**config.mk**
```make
export PLATFORM = sky130hd
export DESIGN_NAME = chunked_addsub
export DESIGN_NICKNAME = d
export VERILOG_FILES = /design/src/rtl/addsub_pkg.sv /design/src/rtl/chunk_adder.sv /design/src/rtl/chunked_addsub.sv
export SDC_FILE = /design/constraint.sdc
export NUM_CORES = 1
export LEC_CHECK = 0
export ABC_AREA = 1
export BUFFER_PORTS_ARGS = -buffer_cell sky130_fd_sc_hd__buf_2
export CORE_MARGIN = 8
export CORE_UTILIZATION = 56
export CTS_BUF_LIST = sky130_fd_sc_hd__clkbuf_8 sky130_fd_sc_hd__clkbuf_16
export CTS_CLUSTER_SIZE = 12
export DETAILED_ROUTE_END_ITERATION = 10
export GPL_TIMING_DRIVEN = 1
export PLACE_DENSITY = 0.81
export SYNTH_ARGS = -nofsm -noshare
export SYNTH_HDL_FRONTEND = slang
export SYNTH_SLANG_ARGS = --single-unit
```
**constraint.sdc**
```tcl
create_clock -name clk -period 8.6 [get_ports clk]
set_clock_uncertainty 0.1 [all_clocks]
set_input_delay 0 -clock clk [delete_from_list [all_inputs] [get_ports clk]]
set_output_delay 0 -clock clk [all_outputs]
set_load 0.02 [all_outputs]
```
**src/rtl/addsub_pkg.sv**
```systemverilog
// Shared encodings for the chunked add/subtract unit.
// Operation select and FSM state enums.
package addsub_pkg;

  typedef enum logic [1:0] {
    OP_ADD = 2'b00,
    OP_SUB = 2'b01,
    OP_ADC = 2'b10,
    OP_SBC = 2'b11
  } op_e;

  typedef enum logic [1:0] {
    S_IDLE = 2'b00,
    S_RUN  = 2'b01,
    S_DONE = 2'b10
  } state_e;

endpackage

```
**src/rtl/chunk_adder.sv**
```systemverilog
// CHUNK-bit ripple-carry adder slice.
// Also exposes the carry into its top bit for overflow detection.
module chunk_adder #(
  parameter int CHUNK = 16
) (
  input  logic [CHUNK-1:0] a,
  input  logic [CHUNK-1:0] b,
  input  logic             cin,
  output logic [CHUNK-1:0] sum,
  output logic             cout,
  output logic             c_msb_in
);

  logic [CHUNK:0] c;

  assign c[0] = cin;

  for (genvar i = 0; i < CHUNK; i++) begin : g_fa
    assign sum[i]   = a[i] ^ b[i] ^ c[i];
    assign c[i+1]   = (a[i] & b[i])
                    | (c[i] & (a[i] ^ b[i]));
  end

  assign cout     = c[CHUNK];
  assign c_msb_in = c[CHUNK-1];

endmodule

```
**src/rtl/chunked_addsub.sv**
```systemverilog
// Multi-cycle add/sub: one chunk_adder reused across
// WIDTH/CHUNK cycles, with ADC/SBC carry chaining.
module chunked_addsub
  import addsub_pkg::*;
#(
  parameter int WIDTH = 64,
  parameter int CHUNK = 16
) (
  input  logic             clk,
  input  logic             reset_n,
  input  logic             start,
  input  logic [1:0]       op,
  input  logic [WIDTH-1:0] A,
  input  logic [WIDTH-1:0] B,
  output logic             busy,
  output logic             done,
  output logic [WIDTH-1:0] result,
  output logic             overflow,
  output logic             negative,
  output logic             zero,
  output logic             carryout
);

  localparam int N  = WIDTH / CHUNK;
  localparam int IW = (N > 1) ? $clog2(N) : 1;
  localparam logic [IW-1:0] LAST = IW'(N - 1);

  if ((WIDTH % CHUNK) != 0 || CHUNK < 2) begin : g_bad
    $error("WIDTH must be a multiple of CHUNK, CHUNK >= 2");
  end

  state_e           state_q, state_d;
  logic [WIDTH-1:0] a_q, a_d;
  logic [WIDTH-1:0] b_q, b_d;
  logic             c_q, c_d;
  logic [IW-1:0]    idx_q, idx_d;
  logic [WIDTH-1:0] res_q, res_d;
  logic             ov_q, ov_d;
  logic             neg_q, neg_d;
  logic             zero_q, zero_d;
  logic             cf_q, cf_d;
  logic             cin;

  logic [CHUNK-1:0] sum;
  logic             cout;
  logic             c_msb;

  chunk_adder #(.CHUNK(CHUNK)) u_add (
    .a        (a_q[CHUNK-1:0]),
    .b        (b_q[CHUNK-1:0]),
    .cin      (c_q),
    .sum      (sum),
    .cout     (cout),
    .c_msb_in (c_msb)
  );

  always_comb begin
    cin = cf_q;
    unique case (op_e'(op))
      OP_ADD:  cin = 1'b0;
      OP_SUB:  cin = 1'b1;
      OP_ADC:  cin = cf_q;
      OP_SBC:  cin = cf_q;
      default: cin = cf_q;
    endcase
  end

  always_comb begin
    state_d = state_q;
    a_d     = a_q;
    b_d     = b_q;
    c_d     = c_q;
    idx_d   = idx_q;
    res_d   = res_q;
    ov_d    = ov_q;
    neg_d   = neg_q;
    zero_d  = zero_q;
    cf_d    = cf_q;
    unique case (state_q)
      S_IDLE: begin
        if (start) begin
          state_d = S_RUN;
          a_d     = A;
          b_d     = op[0] ? ~B : B;
          c_d     = cin;
          idx_d   = '0;
        end
      end
      S_RUN: begin
        // operands shift down so the adder always sees chunk 0
        a_d   = a_q >> CHUNK;
        b_d   = b_q >> CHUNK;
        c_d   = cout;
        idx_d = idx_q + 1'b1;
        res_d[int'(idx_q)*CHUNK +: CHUNK] = sum;
        if (idx_q == LAST) begin
          state_d = S_DONE;
          cf_d    = cout;
          ov_d    = c_msb ^ cout;
          neg_d   = res_d[WIDTH-1];
          zero_d  = ~|res_d;
        end
      end
      S_DONE:  state_d = S_IDLE;
      default: state_d = S_IDLE;
    endcase
  end

  always_ff @(posedge clk or negedge reset_n) begin
    if (!reset_n) begin
      state_q <= S_IDLE;
      a_q     <= '0;
      b_q     <= '0;
      c_q     <= 1'b0;
      idx_q   <= '0;
      res_q   <= '0;
      ov_q    <= 1'b0;
      neg_q   <= 1'b0;
      zero_q  <= 1'b0;
      cf_q    <= 1'b0;
    end else begin
      state_q <= state_d;
      a_q     <= a_d;
      b_q     <= b_d;
      c_q     <= c_d;
      idx_q   <= idx_d;
      res_q   <= res_d;
      ov_q    <= ov_d;
      neg_q   <= neg_d;
      zero_q  <= zero_d;
      cf_q    <= cf_d;
    end
  end

  assign busy     = (state_q == S_RUN);
  assign done     = (state_q == S_DONE);
  assign result   = res_q;
  assign overflow = ov_q;
  assign negative = neg_q;
  assign zero     = zero_q;
  assign carryout = cf_q;

endmodule

```
* Word level (Yosys, flattened, before mapping)
Index checks and enable logic that the tools add are counted.
Storage, ports and cells: bits in registers 201, output and inout port bits 70, logic and storage cells 127
Operators by class: add/subtract/negate cells 2, equality and inequality tests 8, shift operators 2, muxes and demuxes 14, bitwise operators 82, reductions and logical operators 9
Operators by type and width (number):
- $pmux 64 s2 | 2
- $mux 64 | 3
- $bwmux 64 | 1
- $not 64->64 | 1
- $reduce_or 64->1 | 1
- $shift 16x33->64 const A | 1
- $shiftx 16x33->64 | 1
- $neg 6->33 | 1
- $xor 1x1->1 | 33
- $and 1x1->1 | 32
- $or 1x1->1 | 16
- $eq 2x2->1 const B | 4
- $pmux 2 s2 | 2
- $mux 2 | 3
- $reduce_and 2->1 | 3
- $eq 2x1->1 const B | 2
- $logic_not 2->1 | 2
- $pmux 1 s3 | 1
- $add 2x1->2 const B | 1
- $ne 2x1->1 const B | 1
- $ne 2x2->1 const B | 1
- $pmux 1 s2 | 1
- $reduce_bool 2->1 | 1
- $reduce_or 2->1 | 1
- other kinds (2) | 2

* Logic depth before layout (Yosys ltp)
Gate-level depths: netlist of the first run.
word-level depth 36, mapped depth 29, depth with buffers taken out 29

* Hierarchy
Synthesis of the first run repeated with hierarchy kept, for this count alone.
Unflattened totals: cells, all modules 1205, area, all modules 10178.5 um2
Modules (own cells, without submodules):
- chunked_addsub | instances 1, cells each 1179, area an instance 9820.7 um2, seq. area each 5029.8 um2
- chunk_adder | instances 1, cells each 26, area an instance 357.8 um2, seq. area each 0.0 um2

* Least setup slack after synthesis of the first run
Ideal clock, no wire load.
kind reg-to-reg, start register a_q[0], end register zero_q (netlist: zero), setup time 0.117 ns, data arrival time 7.115 ns, data required time 8.383 ns, slack 1.268 ns, cell stages (with the launch flop) 30, buffers on the path 0, period minus slack after synthesis 7.332 ns, path through dfrtp_1 inv_1 fa_1 fa_1 fa_1 fa_1 fa_1 fa_1 fa_1 fa_1 fa_1 fa_1 fa_1 fa_1 fa_1 inv_1 fa_1 inv_1 fa_1 fa_1 nor2_1 nand2_1 o21ai_0 nor2_1 nand2_1 nor2_1 nand2_1 nor2_1 nand3_1 nand2_1
On the way: longest elaborated chain between the ends 36, elaborated cells on any way between the ends 52
Ends and longest elaborated chain:
- start, declared | RTL line chunked_addsub.sv:33 | logic [WIDTH-1:0] a_q, a_d;
- start signal, assigned | RTL line chunked_addsub.sv:112 | a_q <= '0;
- start signal, assigned | RTL line chunked_addsub.sv:123 | a_q <= a_d;
- $xor 1x1->1 | RTL line chunk_adder.sv:19, chunk_adder.sv:21
- $and 1x1->1 | RTL line chunk_adder.sv:21 | | (c[i] & (a[i] ^ b[i]));
- $or 1x1->1 | RTL line chunk_adder.sv:21
- $and 1x1->1 | RTL line chunk_adder.sv:21
- $or 1x1->1 | RTL line chunk_adder.sv:21
- $and 1x1->1 | RTL line chunk_adder.sv:21
- $or 1x1->1 | RTL line chunk_adder.sv:21
- $and 1x1->1 | RTL line chunk_adder.sv:21
- (+20 left out)
- $or 1x1->1 | RTL line chunk_adder.sv:21
- $and 1x1->1 | RTL line chunk_adder.sv:21
- $or 1x1->1 | RTL line chunk_adder.sv:21
- $xor 1x1->1 | RTL line chunk_adder.sv:19 | assign sum[i] = a[i] ^ b[i] ^ c[i];
- $shiftx 16x33->64 * | RTL line chunked_addsub.sv:95 | res_d[int'(idx_q)*CHUNK +: CHUNK] = sum;
- $bwmux 64 * | RTL line chunked_addsub.sv:95
- $reduce_or 64->1 * | RTL line chunked_addsub.sv:101 | zero_d = ~|res_d;
- $logic_not 1->1 * | RTL line chunked_addsub.sv:101
- end signal, assigned | RTL line chunked_addsub.sv:130 | zero_q <= zero_d;
- end, declared | RTL line chunked_addsub.sv:40 | logic zero_q, zero_d;
Every way passes the cells marked *; elsewhere a longest branch is shown, timed or not. A chain may end at the register's enable or synchronous reset.

* Worst setup path in the final report of the first run
start register b_q[0], end register zero_q (netlist: zero)
On the way: longest elaborated chain between the ends 36, elaborated cells on any way between the ends 52
Ends and longest elaborated chain:
- start, declared | RTL line chunked_addsub.sv:34 | logic [WIDTH-1:0] b_q, b_d;
- start signal, assigned | RTL line chunked_addsub.sv:113 | b_q <= '0;
- start signal, assigned | RTL line chunked_addsub.sv:124 | b_q <= b_d;
- $xor 1x1->1 | RTL line chunk_adder.sv:19, chunk_adder.sv:21
- $and 1x1->1 | RTL line chunk_adder.sv:21
- $or 1x1->1 | RTL line chunk_adder.sv:21
- $and 1x1->1 | RTL line chunk_adder.sv:21
- $or 1x1->1 | RTL line chunk_adder.sv:21
- $and 1x1->1 | RTL line chunk_adder.sv:21
- $or 1x1->1 | RTL line chunk_adder.sv:21
- $and 1x1->1 | RTL line chunk_adder.sv:21
- (+20 left out)
- $or 1x1->1 | RTL line chunk_adder.sv:21
- $and 1x1->1 | RTL line chunk_adder.sv:21
- $or 1x1->1 | RTL line chunk_adder.sv:21
- $xor 1x1->1 | RTL line chunk_adder.sv:19
- $shiftx 16x33->64 * | RTL line chunked_addsub.sv:95
- $bwmux 64 * | RTL line chunked_addsub.sv:95
- $reduce_or 64->1 * | RTL line chunked_addsub.sv:101
- $logic_not 1->1 * | RTL line chunked_addsub.sv:101
Marks and branches as above.

==> metrics, run 1 <==
status completed; Hold Violations, Final 0; Yosys cell types 29; CP most frequent cell fa_1; share of layout cells above drive strength 1 17.6%; Initial Util 56.9%; Mapped Area 0.0102 sq mm; die area 0.0228 sq mm; cts repair resizes 0; vias in the first global route 10300; fin crit period 7780 ps; CTS tree done; post-CTS setup buffer count 0; Final setup viols 0; slowest CP cell fa_1; vias 10000; post-route setup TNS 0 ps; CTS buffer count 22; via/cell ratio 5.79; later-pin clock latency in the skew report 510 ps; Slowest Stage Delay on Critical Path 490 ps; Synth top area share 49.4%; Final Cycle Share 90.4%; Startpoint Class flop; # IOs 203; Final Max Slew Viols 0; post-route setup slack 823 ps; Remaining Overflow, GRT 0; Routed WL 34900 um; setup slack at placement 884 ps; hold-fix buffers at CTS 130; critical path class reg -> reg; H-tree depth 1; Syn Area/Cell 8.47 sq um; pwr dens 404 mW/mm^2; Max Freq 129 MHz; Total Power 5.34 mW; Clock transition at path regs 60 ps; routability cong. 0.891; drt first pass iters 8; Hold WC Path Type in -> reg; number of clock sinks 201; num rows 49; clock root cell clkbuf_16; starting DRC count in detailed routing 1107; initial antenna violation count 2; first-pass GRT wire length 55200 um; Residual DRC 0; Slew @ Worst Pin 1080 ps; largest net degree at the start of global routing 122; FF+latch count, synth 201; die height 151 um; crit path DAT 8070 ps; filler instances 1200; Detailed Place HPWL 20200 um; Static Leakage 6.27 nW; Die Wd 151 um; average wire per standard cell 20.1 um; worst hold margin 59.9 ps; Synth warnings 0; PortBufs 202; VDD IR-drop max 298 uV; P&R area growth vs syn 29.8%; Yosys top cell by area dfrtp_1; Synth area leaders dfrtp_1, nand2_1, xnor2_1; max_slew headroom 28.1%; maxcap violations 0; CTS Buffer Depth 3; WP data required 8890 ps; Critical Path Fanout Max 2; core box area 0.0179 sq mm; cell count after synthesis 1202; sequential area share after synthesis 49.4%; Net Count, Synth 1357; final antenna-violating net count 0; Worst setup EP type flop; fin nets 1647; GRT Total Usage 30.9%; RSZ-0062 raised after global routing false
## layout by cell type (no fill, tap or decap), drive strengths merged
cell type / Yosys / layout
o22ai: 10 / 10
fa: 16 / 16
clkinv: 0 / 4
o21a: 1 / 1
nand4: 1 / 1
o21ai: 61 / 61
clkbuf: 28 / 31
dfrtp: 201 / 201
a21boi: 1 / 1
a31oi: 35 / 35
o211ai: 41 / 41
a21oi: 3 / 3
buf: 45 / 208
nand2: 386 / 386
a22o: 14 / 14
dlygate4sd3: 0 / 130
xnor2: 65 / 65
diode: 0 / 2
ha: 6 / 6
nor2: 110 / 110
o221ai: 21 / 21
inv: 78 / 79
a22oi: 7 / 7
nand3: 72 / 72
## synth_stat cells, drive strengths merged
| cell | instances |
|---|---|
| a22oi | 7 |
| o21ai | 61 |
| ha | 6 |
| xnor2 | 65 |
| nand3 | 72 |
| nand4 | 1 |
| inv | 78 |
| o211ai | 41 |
| clkbuf | 28 |
| nor2 | 110 |
| a21oi | 3 |
| buf | 45 |
| a21boi | 1 |
| o221ai | 21 |
| a31oi | 35 |
| a22o | 14 |
| o21a | 1 |
| o22ai | 10 |
| fa | 16 |
| nand2 | 386 |
| dfrtp | 201 |
## power breakdown
part	internal (mW)	switching, mW	leakage, nW	total, mW
Clock	0.540	0.389	0.355	0.929
Sequential	1.38	0.276	2.54	1.66
Combinational	0.866	1.89	3.37	2.76
Total	2.79	2.55	6.27	5.34
## sequential cells by signal, indices dropped and copies added (netlist names)
register  cells
a_q          64
b_q          64
result       64
idx_q         2
state_q       2
c_q           1
carryout      1
negative      1
overflow      1
zero          1
## metal layers
metal	vias up	GRT usage [%]	share of wire (%)
li1	4505	-	-
met1	4780	37.4	37
met2	622	51.6	49
met3	134	6.15	9.0
met4	0	15.6	5.2
met5	-	0	0
## worst paths after layout
kind	cells after the start	to	slack (ps)	startpoint
min	4	state_q[0]	60	start
max in group asynchronous	3	b_q[62]	6710	reset_n
min in group asynchronous	2	result[51]	100	reset_n
max	29	zero	820	b_q[0]
min reg2reg	2	a_q[13]	380	a_q[29]
max reg2reg	29	zero	820	b_q[0]
## critical path: cells and delay by family, from the launching register on
| family | cells | cell delay (ps) |
|---|---|---|
| buffers and inverters | 3 | 190 |
| adder cells (fa/ha/maj) | 16 | 6210 |
| flip-flops | 1 | 350 |
| AO/OA/AOI/OAI | 1 | 230 |
| AND/OR/NAND/NOR | 9 | 570 |
## through the flow
step / instances / cell area, sq um / utilization [%]
5_1_grt: 1734 / 13200 / 73.9
3_3_place_gp: 1567 / 11200 / 62.7
6_report: 1734 / 13200 / 73.9
2_1_floorplan: 1202 / 10200 / -
3_5_place_dp: 1567 / 11200 / 62.7
4_1_cts: 1732 / 13200 / 73.8
## logic make-up (layout without fill, tap and decap cells)
group | Yosys count | after routing | synth area share [%]
simple gates | 569 | 569 | 22.4
other cells | 0 | 2 | 0
compound gates | 194 | 194 | 12.6
flops | 201 | 201 | 49.4
buf+inv | 151 | 452 | 6.15
xor+xnor | 65 | 65 | 5.59
fa+ha+maj | 22 | 22 | 3.88
## area by class of cell
class                           instances  area [sq um]  area share, %
Inverter                               78           298           2.25
Antenna cell                            2          5.00         0.0378
Clock buffer                           30           672           5.08
Multi-Input combinational cell        850          4530           34.3
Timing Repair Buffer                  339          2380           18.0
Sequential cell                       201          5030           38.0
Tap cell                              229           287           2.17
Clock inverter                          5          23.8          0.180
(Power assumes the default switching activity.)
==> run 2, diff against run 1 <==
--- a/config.mk
+++ b/config.mk
@@ -7,13 +7,15 @@
 export LEC_CHECK = 0
 export ABC_AREA = 1
 export BUFFER_PORTS_ARGS = -buffer_cell sky130_fd_sc_hd__buf_2
+export CELL_PAD_IN_SITES_DETAIL_PLACEMENT = 1
+export CELL_PAD_IN_SITES_GLOBAL_PLACEMENT = 1
 export CORE_MARGIN = 8
-export CORE_UTILIZATION = 56
+export CORE_UTILIZATION = 41
 export CTS_BUF_LIST = sky130_fd_sc_hd__clkbuf_8 sky130_fd_sc_hd__clkbuf_16
 export CTS_CLUSTER_SIZE = 12
 export DETAILED_ROUTE_END_ITERATION = 10
 export GPL_TIMING_DRIVEN = 1
-export PLACE_DENSITY = 0.81
+export PLACE_DENSITY_LB_ADDON = 0.1
 export SYNTH_ARGS = -nofsm -noshare
 export SYNTH_HDL_FRONTEND = slang
 export SYNTH_SLANG_ARGS = --single-unit
==> run 2 against run 1 <==
Sequential share of layout area fell by 0.85 points. Largest cell class unchanged. The flow now finishes with violations (hold timing). Setup slack got worse by 230 ps. Register-to-register slack got worse by 230 ps. Critical path depth did not move. Die area rose by 32%. Largest power group unchanged. Utilization fell by 18 points. Sequential power barely moved. Final area rose by 2.3%. Via count fell by 4.2%. Final cell count rose by 6.2%. Global-route usage fell by 5.8 points.
==> metrics, run 2 (synthesized netlist as in run 1, its figures left out) <==
core box area 0.0244 sq mm; Worst Setup SP a_q[0]; Detailed Place HPWL 23300 um; pwr dens 409 mW/mm^2; P&R area growth vs syn 32.8%; Initial Util 41.8%; terminus of the critical flop-to-flop path zero; drt first pass iters 5; Final setup viols 0; WP data required 8900 ps; Remaining Overflow, GRT 0; CTS tree done; VDD IR-drop max 237 uV; worst hold margin -3.81 ps; vias 9622; CP most frequent cell fa_1; first-pass GRT wire length 60500 um; Slowest Stage Delay on Critical Path 480 ps; PortBufs 202; max_slew headroom 28.9%; Hold Violations, Final 3; fin nets 1651; routability cong. 0.854; Startpoint Class flop; Static Leakage 6.37 nW; cts repair resizes 0; Total Power 5.53 mW; starting DRC count in detailed routing 701; Critical Path Fanout Max 2; final antenna-violating net count 0; H-tree depth 1; CTS buffer count 24; largest net degree at the start of global routing 122; via/cell ratio 5.23; failing checks hold timing; initial antenna violation count 3; Die Wd 174 um; number of clock sinks 201; maxcap violations 0; fin crit period 8010 ps; Hold WC Path Type in -> async; post-route setup TNS 0 ps; average wire per standard cell 21.0 um; reg2reg setup slack 590 ps; status complete, but fails checks; Clock transition at path regs 60 ps; Residual DRC 0; num rows 57; Slew @ Worst Pin 1070 ps; reg2reg path depth 29; vias in the first global route 10500; RSZ-0062 raised after global routing false; share of layout cells above drive strength 1 18.0%; Routed WL 38600 um; most common cell after layout, fill and taps aside nand2_1; Worst setup EP type flop; Critical Path End zero; die area 0.0301 sq mm; critical path class reg -> reg; worst r2r src a_q[0]; later-pin clock latency in the skew report 520 ps; Final Cycle Share 93.2%; crit path DAT 8310 ps; CTS Buffer Depth 3; # IOs 203; clock root cell clkbuf_16; die height 174 um; Max Freq 125 MHz; GRT Total Usage 25.1%; slowest CP cell fa_1; commonest non-fill, non-tap cells in the layout nand2_1, dfrtp_1, buf_2; Final Max Slew Viols 0
==> run 2: cell count changes in the layout (fill, tap and decap cells not counted) <==
cell and delta:
diode_2 +1, buf_4 +1, clkbuf_16 +2, inv_1 +4, clkbuf_8 +2, buf_16 +1
bufinv_16 +2, clkinv_2 -1
==> run 2: how the worst min path moves through the flow <==
| stage | from | to | cells past startpoint |
|---|---|---|---|
| after global routing | reset_n | result[53] | 3 |
| after CTS | reset_n | result[40] | 3 |
| after floorplan | reset_n | a_q[0] | 0 |
| after global placement | reset_n | result[40] | 1 |
| final | reset_n | result[53] | 3 |
| after detailed placement | reset_n | result[40] | 1 |
==> run 2: through the flow <==
step / instance area (sq um) / worst slack (ps) / hold slack (ps) / util (%) / instances
floorplan: 10200 / 1270 / -396 / - / 1202
global placement: 11300 / 890 / -103 / 46.5 / 1663
detailed placement: 11300 / 692 / -98.7 / 46.5 / 1663
CTS: 13500 / 630 / 3.08 / 55.4 / 1838
global route: 13500 / 195 / 19.9 / 55.5 / 1841
finish: 13500 / 589 / -3.81 / 55.5 / 1841
==> run 2: where the power goes <==
group	internal, mW	switching (mW)	total (mW)
Combinational	0.870	1.94	2.81
Sequential	1.38	0.266	1.65
Clock	0.662	0.415	1.08
Total	2.91	2.62	5.53
==> run 2: critical path: cells and delay by family (launching register included) <==
family                   cells  cell delay [ps]
AO/OA/AOI/OAI                1              250
adder cells (fa/ha/maj)     16             6300
buffers and inverters        3              210
flip-flops                   1              320
AND/OR/NAND/NOR              9              730
==> run 2: cell type report <==
type                            instances  area (sq um)
Fill cell                            2918         10900
Clock buffer                           34           749
Sequential cell                       201          5030
Inverter                               78           298
Clock inverter                         10          93.8
Tap cell                              324           405
Multi-Input combinational cell        850          4530
Timing Repair Buffer                  341          2410
Antenna cell                            3          7.51
==> run 2: routing by layer <==
layer	vias to the layer above	wire, um	GRT usage [%]
li1	4529	-	-
met1	4813	15900	29.9
met5	-	0	0
met3	53	1460	4.09
met2	227	20200	45.1
met4	0	1110	8.62
==> run 2: repair_timing <==
item / CTS / global route
hold endpoints to repair: 181 / 0
setup endpoints to repair: 0 / 0
setup buffers: 0 / 0
hold buffers: 131 / 0
==> run 3, diff against run 2 <==
==> constraint.sdc (replaced) <==
create_clock -name clk -period 8.85 [get_ports clk]
set_clock_uncertainty 0.1 [all_clocks]
set_input_delay 0 -clock clk [delete_from_list [all_inputs] [get_ports clk]]
set_output_delay 0 -clock clk [all_outputs]
set_load 0.02 [all_outputs]
==> run 3 against run 2 <==
Highest routed layer unchanged. Sequential power is 3% lower. Sequential share of layout area increased by 0.32 points. Hold slack improved by 98 ps. Critical endpoint unchanged. Final area is 0.85% lower. The flow now finishes without violations.
==> metrics, run 3 (synthesized netlist as in run 1, its figures left out) <==
slowest CP cell fa_1; Clock transition at path regs 60 ps; Critical Path Fanout Max 2; average wire per standard cell 20.7 um; Hold Path End state_q[0]; Cell Count, Final, Fillers Out 1834; Hold WC Path Type in -> reg; via/cell ratio 5.23; routability cong. 0.854; final antenna-violating net count 0; Die Wd 174 um; largest net degree at the start of global routing 122; status completed; reg2reg path depth 29; # IOs 203; maxcap violations 0; Detailed Place HPWL 23400 um; post-CTS setup buffer count 0; GRT Total Usage 24.9%; VDD IR-drop max 288 uV; Total Power 5.26 mW; critical path class reg -> reg; commonest non-fill, non-tap cells in the layout nand2_1, dfrtp_1, buf_2; Hold Startpoint start; CTS tree done; P&R area growth vs syn 31.7%; terminus of the critical flop-to-flop path zero; Hold Violations, Final 0; RSZ-0062 raised after global routing false; Max Freq 126 MHz; crit path DAT 8230 ps; pwr dens 392 mW/mm^2; Final Cycle Share 89.6%; CTS Buffer Depth 3; worst hold path stage count 4; die height 174 um; max_slew headroom 26.7%; Static Leakage 6.31 nW; vias 9591; Worst setup EP type flop; Routed WL 37900 um; post-route setup TNS 0 ps; cts repair resizes 0; CTS buffer count 24; H-tree depth 1; setup slack at placement 955 ps; share of layout cells above drive strength 1 17.6%; first-pass GRT wire length 60300 um; number of clock sinks 201; post-route setup slack 918 ps; clock root cell clkbuf_16; vias in the first global route 10600; reg2reg setup slack 920 ps; Residual DRC 0; WP data required 9150 ps; fin crit period 7930 ps; fin nets 1652; later-pin clock latency in the skew report 520 ps; Slew @ Worst Pin 1100 ps; Startpoint Class flop; drt first pass iters 5; starting DRC count in detailed routing 664; Final setup viols 0; fin area 0.0134 sq mm; initial antenna violation count 1; worst r2r src a_q[0]; die area 0.0301 sq mm; Post-DP Area 0.0113 sq mm; Remaining Overflow, GRT 0; num rows 57; Initial Util 41.8%; PortBufs 202; core box area 0.0244 sq mm; Slowest Stage Delay on Critical Path 490 ps; most common cell after layout, fill and taps aside nand2_1; CP most frequent cell fa_1; Final Max Slew Viols 0; hold-fix buffers at CTS 132; Placed Cells 1663
-- run 3: cell types whose count changed in the layout (fill, tap and decap cells not counted) --
| cell | before | now |
|---|---|---|
| bufinv_16 | 2 | 0 |
| clkbuf_8 | 10 | 5 |
| diode_2 | 3 | 1 |
| dlygate4sd3_1 | 130 | 131 |
| inv_6 | 1 | 2 |
-- run 3: critical path, delay by kind of cell (launching register included) --
kind	cells	cell delay, ps
AOI/OAI and AO/OA	1	240
DFF	1	320
buffers and inverters	3	180
and+or+nand+nor	9	700
adders and majority gates	16	6290
-- run 3: worst max-delay path by stage --
stage | cells past startpoint | endpoint | startpoint | slack [ps]
after floorplan | 29 | zero | a_q[0] | 1520
after global placement | 29 | zero | a_q[0] | 1140
after detailed placement | 29 | zero | a_q[0] | 960
after CTS | 29 | zero | a_q[0] | 900
after global routing | 29 | zero | b_q[0] | 500
final | 29 | zero | a_q[0] | 920
-- run 3: layout make-up --
| class | instances | area (sq um) |
|---|---|---|
| antenna | 1 | 2.50 |
| clock buffer | 29 | 681 |
| inverter | 78 | 298 |
| fill | 2907 | 11000 |
| clock inverter | 9 | 42.5 |
| multi-input combinational | 850 | 4530 |
| timing repair buffer | 342 | 2420 |
| tap | 324 | 405 |
| sequential | 201 | 5030 |
-- run 3: power by group --
part / internal (mW) / switching, mW
logic: 0.846 / 1.88
clock network: 0.538 / 0.393
registers: 1.34 / 0.259
total: 2.73 / 2.54
-- run 3: metal layers --
layer	part of all wire, %	vias up	wire, um	global-route usage (%)
met2	51	259	19500	44.6
li1	-	4518	-	-
met1	40	4742	15300	29.6
met4	3.5	0	1330	8.94
met5	0	-	0	0
met3	4.8	72	1810	4.16
-- run 3: metrics by stage --
step | utilization (%) | hold WS, ps
global route | 55.0 | 138
finish | 55.0 | 94.5
floorplan | - | -396
detailed placement | 46.5 | -99.7
global placement | 46.5 | -103
CTS | 55.0 | 102
